File: src/rtl/tsconf_audio_mix_if.sv
// Sample-stream bundle between the tsconf sound source and the stereo mixer.
// master: drives the strobe, the mix setting and the input samples, and receives the mixed samples.
// slave : the mixer side, which takes the inputs and drives out_l/out_r, out_valid and clip.
interface tsconf_audio_mix_if #(
  parameter int unsigned DW = 16
);
  logic                 ce_smp;
  logic [1:0]           mix;
  logic signed [DW-1:0] in_l;
  logic signed [DW-1:0] in_r;
  logic signed [DW-1:0] out_l;
  logic signed [DW-1:0] out_r;
  logic                 out_valid;
  logic                 clip;

  modport master (
    output ce_smp, mix, in_l, in_r,
    input  out_l, out_r, out_valid, clip
  );

  modport slave (
    input  ce_smp, mix, in_l, in_r,
    output out_l, out_r, out_valid, clip
  );
endinterface

File: src/rtl/tsconf_audio_mix.sv
// Stereo crossfeed mixer placed between the tsconf SOUND_L/SOUND_R outputs and the sigma-delta DACs.
// The crossfeed weight (in eighths) follows the OSD "Stereo mix" setting and ramps one step per
// sample, so that a change of setting does not click. The datapath is fully pipelined and has no
// backpressure.
//
// Ports:
//   clk_sys        system clock
//   reset          asynchronous, active-high reset
//   bus.ce_smp     sample strobe; a sample is accepted on every edge where it is high
//   bus.mix        stereo-mix setting (status[4:3])
//   bus.in_l/in_r  signed input samples
//   bus.out_l/r    signed mixed samples; they hold their value between valid strobes
//   bus.out_valid  one-cycle strobe per accepted sample
//   bus.clip       saturation flag for the current out_valid sample
//
// Optional feature: define AUDIO_MIX_DCBLOCK_EN to add a first-order DC blocker as stage 4.
// This raises the latency from 3 to 4 and lets clip report saturation in that stage.
// When the macro is not defined, clip is tied to 0.
module tsconf_audio_mix #(
  parameter int unsigned DW   = 16,
  parameter int unsigned WMAX = 4
) (
  input  logic              clk_sys,
  input  logic              reset,
  tsconf_audio_mix_if.slave bus
);

  localparam int unsigned DDW = DW + 1;  // channel difference
  localparam int unsigned PW  = DW + 4;  // weighted difference
  localparam int unsigned SW  = DW + 2;  // stage-3 sum
  localparam int unsigned XW  = DW + 3;  // widest pre-saturation value
  localparam logic [2:0]  W_MAX = 3'(WMAX);

  // Clamp a signed XW-bit value to the DW-bit range.
  function automatic logic signed [DW-1:0] sat_dw(input logic signed [XW-1:0] v);
    logic signed [DW-1:0] r;
    r = v[DW-1:0];
    if (v[XW-1] && !(&v[XW-2:DW-1])) begin
      r = {1'b1, {(DW-1){1'b0}}};
    end else if (!v[XW-1] && (|v[XW-2:DW-1])) begin
      r = {1'b0, {(DW-1){1'b1}}};
    end
    return r;
  endfunction

  // ---------------------------------------------------------------------------
  // Weight ramp
  // ---------------------------------------------------------------------------
  logic [2:0] w_cur;
  logic [2:0] w_tgt;
  logic [2:0] w_nxt;

  // Map the mix setting to its target weight.
  always_comb begin
    w_tgt = 3'd0;
    case (bus.mix)
      2'd1:    w_tgt = 3'd1;
      2'd2:    w_tgt = 3'd2;
      2'd3:    w_tgt = W_MAX;
      default: w_tgt = 3'd0;
    endcase
  end

  // Move one step toward the target; the step is applied only when a sample is accepted.
  always_comb begin
    w_nxt = w_cur;
    if (w_cur < w_tgt) begin
      w_nxt = w_cur + 3'd1;
    end else if (w_cur > w_tgt) begin
      w_nxt = w_cur - 3'd1;
    end
  end

  // ---------------------------------------------------------------------------
  // Stage 1: accept the sample, tag it with the current weight, form the channel differences
  // ---------------------------------------------------------------------------
  logic                  s1_valid;
  logic signed [DW-1:0]  s1_l;
  logic signed [DW-1:0]  s1_r;
  logic [2:0]            s1_w;
  logic signed [DDW-1:0] s1_dl;
  logic signed [DDW-1:0] s1_dr;

  always_ff @(posedge clk_sys or posedge reset) begin
    if (reset) begin
      s1_valid <= 1'b0;
      s1_l     <= '0;
      s1_r     <= '0;
      s1_w     <= '0;
      s1_dl    <= '0;
      s1_dr    <= '0;
      w_cur    <= '0;
    end else begin
      s1_valid <= bus.ce_smp;
      if (bus.ce_smp) begin
        s1_l  <= bus.in_l;
        s1_r  <= bus.in_r;
        s1_w  <= w_cur;
        s1_dl <= DDW'(bus.in_r) - DDW'(bus.in_l);
        s1_dr <= DDW'(bus.in_l) - DDW'(bus.in_r);
        w_cur <= w_nxt;
      end
    end
  end

  // ---------------------------------------------------------------------------
  // Stage 2: multiply the differences by the weight with shift-add (w <= 7)
  // ---------------------------------------------------------------------------
  logic signed [PW-1:0] dl_x;
  logic signed [PW-1:0] dr_x;
  logic signed [PW-1:0] pl_c;
  logic signed [PW-1:0] pr_c;

  always_comb begin
    dl_x = PW'(s1_dl);
    dr_x = PW'(s1_dr);
    pl_c = (s1_w[0] ? dl_x : '0) + (s1_w[1] ? (dl_x <<< 1) : '0) + (s1_w[2] ? (dl_x <<< 2) : '0);
    pr_c = (s1_w[0] ? dr_x : '0) + (s1_w[1] ? (dr_x <<< 1) : '0) + (s1_w[2] ? (dr_x <<< 2) : '0);
  end

  logic                 s2_valid;
  logic signed [DW-1:0] s2_l;
  logic signed [DW-1:0] s2_r;
  logic signed [PW-1:0] s2_pl;
  logic signed [PW-1:0] s2_pr;

  always_ff @(posedge clk_sys or posedge reset) begin
    if (reset) begin
      s2_valid <= 1'b0;
      s2_l     <= '0;
      s2_r     <= '0;
      s2_pl    <= '0;
      s2_pr    <= '0;
    end else begin
      s2_valid <= s1_valid;
      if (s1_valid) begin
        s2_l  <= s1_l;
        s2_r  <= s1_r;
        s2_pl <= pl_c;
        s2_pr <= pr_c;
      end
    end
  end

  // ---------------------------------------------------------------------------
  // Stage 3: add the eighths-scaled crossfeed (>>> 3 rounds toward -inf), then saturate
  // ---------------------------------------------------------------------------
  logic signed [SW-1:0] sum_l;
  logic signed [SW-1:0] sum_r;
  logic signed [DW-1:0] mix_l;
  logic signed [DW-1:0] mix_r;

  always_comb begin
    sum_l = SW'(s2_l) + SW'(s2_pl >>> 3);
    sum_r = SW'(s2_r) + SW'(s2_pr >>> 3);
    mix_l = sat_dw(XW'(sum_l));
    mix_r = sat_dw(XW'(sum_r));
  end

  logic                 o_valid;
  logic signed [DW-1:0] o_l;
  logic signed [DW-1:0] o_r;

`ifdef AUDIO_MIX_DCBLOCK_EN
  // True when an XW-bit value lies outside the DW-bit range.
  function automatic logic is_sat(input logic signed [XW-1:0] v);
    return !((&v[XW-1:DW-1]) || !(|v[XW-1:DW-1]));
  endfunction

  logic                 s3_valid;
  logic signed [DW-1:0] s3_l;
  logic signed [DW-1:0] s3_r;

  always_ff @(posedge clk_sys or posedge reset) begin
    if (reset) begin
      s3_valid <= 1'b0;
      s3_l     <= '0;
      s3_r     <= '0;
    end else begin
      s3_valid <= s2_valid;
      if (s2_valid) begin
        s3_l <= mix_l;
        s3_r <= mix_r;
      end
    end
  end

  // ---------------------------------------------------------------------------
  // Stage 4: DC blocker y = x - x1 + y1 - (y1 >>> 10), one per channel
  // ---------------------------------------------------------------------------
  logic signed [DW-1:0] x1_l;
  logic signed [DW-1:0] x1_r;
  logic signed [DW-1:0] y1_l;
  logic signed [DW-1:0] y1_r;
  logic signed [XW-1:0] y_l;
  logic signed [XW-1:0] y_r;
  logic signed [DW-1:0] ys_l;
  logic signed [DW-1:0] ys_r;
  logic                 o_clip;

  always_comb begin
    y_l  = XW'(s3_l) - XW'(x1_l) + XW'(y1_l) - XW'(y1_l >>> 10);
    y_r  = XW'(s3_r) - XW'(x1_r) + XW'(y1_r) - XW'(y1_r >>> 10);
    ys_l = sat_dw(y_l);
    ys_r = sat_dw(y_r);
  end

  // The filter history advances only on valid samples, so gaps in the stream do not disturb it.
  always_ff @(posedge clk_sys or posedge reset) begin
    if (reset) begin
      o_valid <= 1'b0;
      o_l     <= '0;
      o_r     <= '0;
      o_clip  <= 1'b0;
      x1_l    <= '0;
      x1_r    <= '0;
      y1_l    <= '0;
      y1_r    <= '0;
    end else begin
      o_valid <= s3_valid;
      o_clip  <= s3_valid & (is_sat(y_l) | is_sat(y_r));
      if (s3_valid) begin
        o_l  <= ys_l;
        o_r  <= ys_r;
        x1_l <= s3_l;
        x1_r <= s3_r;
        y1_l <= ys_l;
        y1_r <= ys_r;
      end
    end
  end

  assign bus.clip = o_clip;
`else
  // Stage 3 is the output register; out_l/out_r hold between valid samples.
  always_ff @(posedge clk_sys or posedge reset) begin
    if (reset) begin
      o_valid <= 1'b0;
      o_l     <= '0;
      o_r     <= '0;
    end else begin
      o_valid <= s2_valid;
      if (s2_valid) begin
        o_l <= mix_l;
        o_r <= mix_r;
      end
    end
  end

  // With w <= 4 the mixer cannot saturate, and without the DC stage nothing else can.
  assign bus.clip = 1'b0;
`endif

  assign bus.out_valid = o_valid;
  assign bus.out_l     = o_l;
  assign bus.out_r     = o_r;

endmodule

File: src/flat_wrapper.sv
// flat-port wrapper written by rule: the top's interface ports become plain ports
module tsconf_audio_mix_flat 
#(
  parameter int unsigned DW   = 16,
  parameter int unsigned WMAX = 4
)
  (clk_sys, reset, bus_ce_smp, bus_mix, bus_in_l, bus_in_r, bus_out_l, bus_out_r, bus_out_valid, bus_clip);
  tsconf_audio_mix_if #(.DW(DW)) bus_i ();
  input  logic clk_sys;
  input  logic reset;
  input wire logic [$bits(bus_i.ce_smp)-1:0] bus_ce_smp;
  input wire logic [$bits(bus_i.mix)-1:0] bus_mix;
  input wire logic [$bits(bus_i.in_l)-1:0] bus_in_l;
  input wire logic [$bits(bus_i.in_r)-1:0] bus_in_r;
  output wire logic [$bits(bus_i.out_l)-1:0] bus_out_l;
  output wire logic [$bits(bus_i.out_r)-1:0] bus_out_r;
  output wire logic [$bits(bus_i.out_valid)-1:0] bus_out_valid;
  output wire logic [$bits(bus_i.clip)-1:0] bus_clip;
  assign bus_i.ce_smp = bus_ce_smp;
  assign bus_i.mix = bus_mix;
  assign bus_i.in_l = bus_in_l;
  assign bus_i.in_r = bus_in_r;
  assign bus_out_l = bus_i.out_l;
  assign bus_out_r = bus_i.out_r;
  assign bus_out_valid = bus_i.out_valid;
  assign bus_clip = bus_i.clip;
  tsconf_audio_mix #(.DW(DW), .WMAX(WMAX)) u_core (.clk_sys(clk_sys), .reset(reset), .bus(bus_i));
endmodule
File: config.mk
export PLATFORM = sky130hd
export DESIGN_NAME = tsconf_audio_mix_flat
export DESIGN_NICKNAME = d
export VERILOG_FILES = /design/src/rtl/tsconf_audio_mix_if.sv /design/src/rtl/tsconf_audio_mix.sv /design/src/flat_wrapper.sv
export SDC_FILE = /design/constraint.sdc
export NUM_CORES = 1
export LEC_CHECK = 0
export ABC_AREA = 1
export BUFFER_PORTS_ARGS = -buffer_cell sky130_fd_sc_hd__clkbuf_2
export CAP_MARGIN = 0
export CORE_ASPECT_RATIO = 0.5
export CORE_UTILIZATION = 25
export DETAILED_ROUTE_END_ITERATION = 8
export PLACE_DENSITY = 0.48
export SLEW_MARGIN = 5
export SYNTH_ARGS = -nofsm -noshare
export SYNTH_HDL_FRONTEND = slang
export SYNTH_SLANG_ARGS = --single-unit
File: constraint.sdc
create_clock -name clk_sys -period 9.85 [get_ports clk_sys]
set_clock_uncertainty 0.05 [all_clocks]
set_input_delay 1.4775 -clock clk_sys [delete_from_list [all_inputs] [get_ports clk_sys]]
set_output_delay 1.4775 -clock clk_sys [all_outputs]
set_load 0.01 [all_outputs]
; ---- After elaboration in Yosys (flattened, before gate mapping)
; Index checks and enable logic that the tools add are counted.
[classes]
add_sub_neg = 10
magnitude_cmp = 2
eq_ne = 3
n_mux = 13
n_reduce_logical = 14
[ops]
columns = operator, count
row1 = 20-bit two-way mux, 6
row2 = 20-bit adder, 4
row3 = 16-bit two-way mux, 4
row4 = 16-bit by 17-bit adder with 18-bit output, 2
row5 = 16-bit by 16-bit subtractor with 17-bit output, 2
row6 = 3-bit case mux with 3 select lines, 1
row7 = 3-bit two-way mux, 2
row8 = 3-bit AND reduction, 2
row9 = 3-bit OR reduction, 2
row10 = "2-bit equality test, second input constant", 2
row11 = 1-bit logical AND, 4
row12 = 1-bit logical NOT, 4
row13 = "3-bit by 1-bit adder with 3-bit output, second input constant", 1
row14 = 3-bit > comparator, 1
row15 = 3-bit < comparator, 1
row16 = "3-bit by 1-bit subtractor with 3-bit output, second input constant", 1
row17 = "2-bit by 1-bit equality test with 1-bit output, second input constant", 1
row18 = 2-bit AND reduction, 1
row19 = 2-bit nonzero test, 1
[word_totals]
register_bits = 179
input_bits = 37
out_inout_bits = 34
elab_cells = 57

; ---- Logic depth before layout (Yosys ltp)
; Gate-level depths: netlist of run 1.
[logic_depth]
depth_word = 5
mapped_depth = 18
ltp_nobuf = 17

; ---- Least setup slack after synthesis of run 1
; Ideal clock, no wire load.
[synth_path]
kind = input -> register
startpoint = input bus_mix[1]
endpoint = register u_core.w_cur[2]
t_arrival_ps = 2980
required_time_ps = 9720
path_slack_ps = 6740
path_stages = 8
path_cell_list = nand2_1 -> ha_1 -> a21oi_1 -> o21ai_0 -> fa_1 -> or2_2 -> nand3_1 -> xnor2_1
[synth_between]
elab_chain_len = 5
word_cells_on_any_way = 9
[synth_rtl]
columns = element, line_no
row1 = start: declaration, flat_wrapper.sv:12  ; input wire logic [$bits(bus_i.mix)-1:0] bus_mix;
row2 = 2-bit equality test / 2-bit by 1-bit equality test with 1-bit output (equally long branches), tsconf_audio_mix.sv:56  ; case (bus.mix)
row3 = 3-bit case mux with 3 select lines (*), tsconf_audio_mix.sv:56
row4 = 3-bit > comparator / 3-bit < comparator (equally long branches), "tsconf_audio_mix.sv:69, tsconf_audio_mix.sv:67"
row5 = 2-bit nonzero test (no line), n/a
row6 = 2-bit AND reduction (no line), n/a
row7 = end signal: assignment, tsconf_audio_mix.sv:101  ; w_cur <= w_nxt;
row8 = end: declaration, tsconf_audio_mix.sv:49  ; logic [2:0] w_cur;
; Every way passes the cells marked *; elsewhere a longest branch is shown, timed or not.
; A chain may end at the register's enable or synchronous reset.

; ---- Final worst setup path of run 1
[layout_path]
startpoint = register u_core.s1_w[1]
endpoint = register u_core.s2_pr[12]
[layout_between]
elab_chain_len = 3
[layout_rtl]
columns = element, line_no
row1 = start: declaration, tsconf_audio_mix.sv:80  ; logic [2:0] s1_w;
row2 = start signal: assignment, tsconf_audio_mix.sv:98  ; s1_w <= w_cur;
row3 = 20-bit two-way mux, tsconf_audio_mix.sv:118  ; pr_c = (s1_w[0] ? dr_x : '0) + (s1_w[1] ? (dr_x <<< 1) : '0) + (s1_w[2] ? (dr_x <<< 2) : '0);
row4 = 20-bit adder (2 in series), tsconf_audio_mix.sv:118
row5 = end signal: assignment, tsconf_audio_mix.sv:140  ; s2_pr <= pr_c;
row6 = end: declaration, tsconf_audio_mix.sv:125  ; logic signed [PW-1:0] s2_pr;
; Every way passes these cells.

==> results.py, run 1 <==
metrics = {
    "status": {
        "run_status": "finished clean",
    },
    "clock_network": {
        "clk_path_buf_depth": 2,
        "cts_setup_buffers": 0,
        "cts_tree": "yes",
        "root_buffer": "clkbuf_16",
        "cts_buffers": 17,
        "worstSkewPairLatency_ns": 0.46,
        "htree_levels": 4,
        "cts_hold_buf": 0,
        "worst_setup_hold_path_clk_slew_ns": 0.08,
        "cts_sinks": 172,
        "cts.repair.resized": 0,
    },
    "logic_synthesis": {
        "netlist_area_um2": 13500,
        "ys_seq_area_frac": 0.320,
        "synth_area_per_cell_um2": 7.06,
        "synth_cell_type_count": 43,
        "ys_warn_count": 0,
        "syn_nets": 2087,
        "ys_seq_elements": 172,
        "synthCells": 1908,
    },
    "setup_path": {
        "cp_data_required_time_ns": 10.16,
        "rr_startpoint": "u_core.s1_w[1]",
        "slowest_delay_ns": 1.10,
        "r2r-end": "u_core.s2_pr[12]",
        "worstPathArrival_ns": 4.00,
        "r2r_slack_ns": 6.15,
        "critPathLaunchType": "register",
        "cp_max_fo": 34,
        "crit_top_cell": "nand2_1",
        "crit_slowest_cell": "dfrtp_1",
        "cp-end-kind": "register",
        "worstPathBufferInverterCount": 0,
        "crit_chain": "nand2_1 > fa_1 > nor2_1 > nand3_1 > fa_1 > o21ai_1 > a21oi_1 > o21ai_1 > nand2_1 > nand2_1 > nand2_1 > nand3_1 > nand2_1",
        "cp_top_family": "flip-flops",
        "reg2reg_depth": 13,
        "path_class": "register to register",
    },
    "finish": {
        "stdcell_count": 2662,
        "syn2layout_area_growth_pct": 12.2,
        "layout_common_cells": "nand2_1, inv_1, dfrtp_1, o21ai_0, nor2_1",
        "final_layout_size_suffix_gt1_frac": 0.0883,
        "finish.utilization": 0.287,
        "layout_commonest_cell": "nand2_1",
        "nets": 2126,
    },
    "flow_run": {
        "maxCapViolCount": 0,
    },
    "detailed_routing": {
        "drtIter0Drc": 733,
        "wirelength_um": 40200,
        "vias": 11827,
        "ant_nets": 0,
        "vias_per_cell": 4.44,
        "drc_errors": 0,
        "wire_per_inst_um": 15.1,
        "drtPass1Iterations": 5,
    },
    "global_routing": {
        "overflow": 0,
        "grt_use_total": 0.152,
        "met1_usage": 0.228,
        "grt_pass1_vias": 11615,
        "met3_usage": 0.0242,
        "grt_pass1_wl_um": 65300,
        "grtUsageMet2": 0.225,
        "gr-max-usage-layer": "met1",
        "antenna_found_initial": 2,
        "grt_max_degree": 110,
    },
    "hold_path": {
        "hp-start": "u_core.s1_l[11]",
        "holdPathEnd": "u_core.s2_l[11]",
        "worstHoldPathCells": 2,
        "holdCritPathClass": "register to register",
    },
    "floorplan": {
        "rows": 59,
        "coreArea_um2": 52600,
        "die-width_um": 330,
        "die_y_um": 166,
        "io_pins": 71,
        "start_util": 0.256,
        "die_area_um2": 54900,
    },
    "power_and_ir_drop": {
        "seqPwrFrac": 0.275,
        "vdd_ir_drop_max_v": 0.000107,
        "power_switching_uw": 1980,
        "p_sw_frac": 0.490,
        "leakage_uw": 0.00818,
        "comb_power_share": 0.545,
        "pwr-share-clk": 0.180,
        "internal_power_uw": 2060,
        "power-per-cell-area_nw_per_um2": 267,
    },
    "place": {
        "gp_congestion": 0.897,
        "hpwl_um": 32200,
        "place_inst": 2629,
        "numPortBuffers": 69,
    },
    "sta": {
        "rsz0062_at_grt": "false",
        "tightest_slew_ns": 1.15,
        "finalCritPeriodShare": 0.375,
        "finalSetupViolCount": 0,
        "holdWs_ns": 0.429,
        "final.min_clock_period_ns": 3.70,
        "final_hold_viol_count": 0,
        "slew_headroom": 0.234,
        "setup_tns_ns": 0,
        "drv_slew": 0,
        "fmax_ghz": 0.271,
    },
}
[cell families after synthesis]
family / after synthesis / share of synthesized area
AOI/OAI and AO/OA: 254 / 0.102
xor gates and xnor gates: 49 / 0.0319
adders and majority gates: 142 / 0.155
buffers and inverters: 313 / 0.0917
DFF: 172 / 0.320
other: 1 / 0.000278
and+or+nand+nor: 977 / 0.300
[synth_stat cells, drive strengths merged]
library cell / n / area, um2
a31oi: 15 / 93.8
a41oi: 1 / 8.76
nand2: 743 / 2900
o21a: 3 / 22.5
nand3: 76 / 400
nor3: 12 / 65.1
clkbuf: 44 / 165
a21boi: 5 / 37.5
buf: 11 / 101
a21o: 4 / 30.0
dfrtp: 172 / 4300
and3: 2 / 12.5
fa: 41 / 821
and2: 3 / 21.3
or2: 7 / 43.8
nand3b: 7 / 65.1
xnor2: 25 / 219
clkinv: 1 / 3.75
ha: 101 / 1260
o31ai: 3 / 22.5
o21ai: 118 / 591
nand4: 15 / 93.8
a21oi: 90 / 458
o21bai: 15 / 113
xor2: 24 / 210
nor2: 112 / 433
inv: 257 / 965
conb: 1 / 3.75
[state kept, by name, summed over array words and instances, names as in the netlist]
signal	cells
u_core.s2_valid	1
u_core.s2_l	16
u_core.s1_dl	16
u_core.bus.out_valid	1
u_core.s1_w	3
u_core.s1_r	16
u_core.s2_r	16
u_core.bus.out_l	16
u_core.bus.out_r	16
u_core.s2_pl	17
u_core.w_cur	3
u_core.s1_valid	1
u_core.s1_dr	17
u_core.s1_l	16
u_core.s2_pr	17
[how the worst max path moves through the flow]
stage / from / end / slack, ns / depth (start not counted)
final: u_core.s1_w[1] / u_core.s2_pr[12] / 6.15 / 13
after global routing: u_core.s1_w[1] / u_core.s2_pl[12] / 5.71 / 13
after CTS: u_core.s1_w[1] / u_core.s2_pl[12] / 6.21 / 13
after detailed placement: bus_in_l[0] / u_core.s1_dr[12] / 6.13 / 10
after global placement: bus_in_l[0] / u_core.s1_dr[12] / 6.14 / 10
after floorplan: reset / u_core.bus.out_l[0] / 3.66 / 1
[worst register-to-register path, stage by stage (launching register included)]
cell and delay (ns):
dfrtp_1 1.10, nand2_1 0.19, fa_1 0.50, nor2_1 0.10
nand3_1 0.15, fa_1 0.44, o21ai_1 0.27, a21oi_1 0.16
o21ai_1 0.23, nand2_1 0.13, nand2_1 0.08, nand2_1 0.05
nand3_1 0.07, nand2_1 0.05
[through the flow]
stage                     total power (uW)  setup slack, ns  instance area, um2
after floorplan                       2740             3.66               13500
after global placement                3320             6.14               14500
after detailed placement              3330             6.13               14500
after CTS                             4080             6.21               15100
after global routing                  4450             5.71               15100
final                                 4040             6.15               15100
[final cells by class]
class | instances | area [um2]
inverter | 258 | 976
fill | 5839 | 37500
clock buffer | 17 | 425
clock inverter | 15 | 205
antenna | 1 | 2.50
timing repair buffer | 75 | 390
tap | 701 | 877
multi-input combinational | 1423 | 7930
sequential | 172 | 4310
[power groups by stage]
stage                     registers (uW)  clock network, uW  logic, uW
after global routing                1140                774       2530
final                               1110                728       2200
after global placement              1120                  0       2200
after detailed placement            1120                  0       2210
after floorplan                     1050                  0       1690
after CTS                           1110                747       2220
[layer usage]
layer | wire [um] | vias up | part of all wire
li1 | - | 6060 | -
met4 | 493 | 0 | 0.012
met1 | 21300 | 5552 | 0.53
met2 | 16900 | 186 | 0.42
met3 | 1500 | 29 | 0.037
met5 | 0 | - | 0
Power figures use the tool's default switching activity.
==> run 2: changes to the inputs <==
- clock period: 9.85 -> 3.8 ns (I/O delays scaled with it)
==> run 2 against run 1 <==
Effect of this change: via count down 1.7%; first-iteration DRC count rose by 3.1%; combinational power increased to 2.6 times the previous value; critical path depth down 1; register-to-register slack lost 5.5 ns; worst hold slack worse by 0.30 ns; clock-buffer cell count rose by 4; sequential power grew to 2.5 times the previous value; fmax increased by 18%; routed wire length rose by 1.3%; flip-flop and latch count did not move; final cell count is 0.30% higher; critical endpoint is now u_core.s2_pl[19]; largest cell class unchanged.
==> results.py, run 2 (synthesis results as in run 1) <==
metrics = {
    "status": {
        "run_status": "finished clean",
    },
    "power_and_ir_drop": {
        "power_switching_uw": 4980,
        "power-per-cell-area_nw_per_um2": 685,
        "p_sw_frac": 0.480,
        "leakage_uw": 0.00821,
        "vdd_ir_drop_max_v": 0.000257,
        "comb_power_share": 0.556,
        "internal_power_uw": 5390,
        "seqPwrFrac": 0.270,
        "pwr-share-clk": 0.174,
    },
    "floorplan": {
        "die_area_um2": 54900,
        "io_pins": 71,
        "die_y_um": 166,
        "start_util": 0.256,
        "coreArea_um2": 52600,
        "die-width_um": 330,
        "rows": 59,
    },
    "sta": {
        "finalSetupViolCount": 0,
        "finalCritPeriodShare": 0.823,
        "tightest_slew_ns": 0.957,
        "slew_headroom": 0.361,
        "final_hold_viol_count": 0,
        "final.min_clock_period_ns": 3.13,
        "rsz0062_at_grt": "false",
        "drv_slew": 0,
        "fmax_ghz": 0.320,
        "fin_ws_ns": 0.671,
        "setup_tns_ns": 0,
    },
    "finish": {
        "layout_commonest_cell": "nand2_1",
        "reg_top3": "u_core.s1_dr (17), u_core.s2_pl (17), u_core.s2_pr (17)",
        "fillers": 5906,
        "layout_common_cells": "nand2_1, inv_1, dfrtp_1, o21ai_0, nor2_1",
        "syn2layout_area_growth_pct": 12.4,
        "stdcell_count": 2670,
        "finish.utilization": 0.288,
        "nets": 2135,
        "n_antenna_cell": 0,
        "final_layout_size_suffix_gt1_frac": 0.0914,
    },
    "clock_network": {
        "worst_setup_hold_path_clk_slew_ns": 0.08,
        "clk_path_buf_depth": 2,
        "cts_buffers": 17,
        "cts_tree": "yes",
        "cts_hold_buf": 0,
        "htree_levels": 4,
        "cts_sinks": 172,
        "cts_setup_buffers": 0,
        "cts.repair.resized": 0,
        "root_buffer": "clkbuf_16",
        "worstSkewPairLatency_ns": 0.45,
    },
    "setup_path": {
        "crit_slowest_cell": "dfrtp_1",
        "rr_startpoint": "u_core.s1_w[1]",
        "cp_top_family": "adder cells",
        "cp_max_fo": 16,
        "path_class": "register to register",
        "reg2reg_depth": 12,
        "slowest_delay_ns": 0.56,
        "r2r_slack_ns": 0.67,
        "crit_chain": "buf_4 > nand2_1 > fa_1 > inv_1 > ha_1 > a21oi_1 > a21boi_0 > nand2_1 > nand2_1 > nand4_1 > nand3_1 > nand2_1",
        "crit_top_cell": "nand2_1",
        "cp-end-kind": "register",
        "cp_data_required_time_ns": 4.09,
        "crit_start": "u_core.s1_w[1]",
        "r2r-end": "u_core.s2_pl[19]",
        "critPathLaunchType": "register",
        "worstPathArrival_ns": 3.42,
        "worstPathBufferInverterCount": 2,
    },
    "detailed_routing": {
        "wirelength_um": 40700,
        "vias": 11624,
        "drtIter0Drc": 756,
        "ant_nets": 0,
        "vias_per_cell": 4.35,
        "wire_per_inst_um": 15.2,
        "drc_errors": 0,
        "drtPass1Iterations": 5,
    },
    "global_routing": {
        "met3_usage": 0.0217,
        "met1_usage": 0.227,
        "grt_max_degree": 100,
        "antenna_found_initial": 0,
        "grt_pass1_wl_um": 65100,
        "grtUsageMet2": 0.230,
        "grt_pass1_vias": 11564,
        "grt_use_total": 0.152,
        "gr-max-usage-layer": "met2",
        "overflow": 0,
    },
    "place": {
        "gp_congestion": 0.896,
        "place_inst": 2638,
        "numPortBuffers": 69,
        "place_ws_ns": 0.716,
        "hpwl_um": 32900,
    },
    "hold_path": {
        "holdCritPathClass": "primary input to asynchronous set/reset pin",
    },
    "flow_run": {
        "maxCapViolCount": 0,
    },
}
==> run 2: changes by cell type in the layout (fill, tap and decap cells not counted), sizes merged <==
cell	delta
clkinvlp	+2
diode	-1
clkinv	-7
buf	+9
inv	+1
clkbuf	+4
==> run 2: worst reg2reg max path: stages, from the launching register on <==
cell	delay, ns
dfrtp_1	0.56
buf_4	0.28
nand2_1	0.10
fa_1	0.52
inv_1	0.05
ha_1	0.36
a21oi_1	0.22
a21boi_0	0.43
nand2_1	0.11
nand2_1	0.10
nand4_1	0.09
nand3_1	0.10
nand2_1	0.06
==> run 2: worst max path at each step <==
stage | to | cells past startpoint
2_1_floorplan | u_core.s2_pl[12] | 15
3_3_place_gp | u_core.s2_pl[19] | 12
3_5_place_dp | u_core.s2_pl[19] | 12
4_1_cts | u_core.s2_pl[19] | 12
5_1_grt | u_core.s2_pl[19] | 13
6_report | u_core.s2_pl[19] | 12
==> run 2: stage by stage <==
step,hold WS [ns],cell area [um2],power (uW)
after CTS,0.156,15100,10500
after detailed placement,0.413,14600,8590
final,0.133,15100,10400
after global placement,0.409,14600,8590
after floorplan,0.302,13500,7100
after global routing,0.176,15100,11400
==> run 2: final cells by class <==
cell class,count,area (um2),share of cell area
Multi-Input combinational cell,1423,7930,0.524
Clock buffer,21,460,0.0304
Sequential cell,172,4310,0.284
Clock inverter,11,125,0.00827
Tap cell,701,877,0.0579
Timing Repair Buffer,84,470,0.0311
Inverter,258,972,0.0642
==> run 2: power groups by stage <==
stage	combinational [uW]	sequential, uW	clock (uW)
6_report	5760	2800	1800
5_1_grt	6620	2870	1940
4_1_cts	5800	2800	1850
3_5_place_dp	5760	2830	0
3_3_place_gp	5770	2830	0
2_1_floorplan	4380	2720	0
==> run 2: routing by layer <==
layer | share of wire | wire length (um)
met5 | 0 | 0
met4 | 0.012 | 470
met3 | 0.028 | 1160
met2 | 0.43 | 17400
met1 | 0.53 | 21700
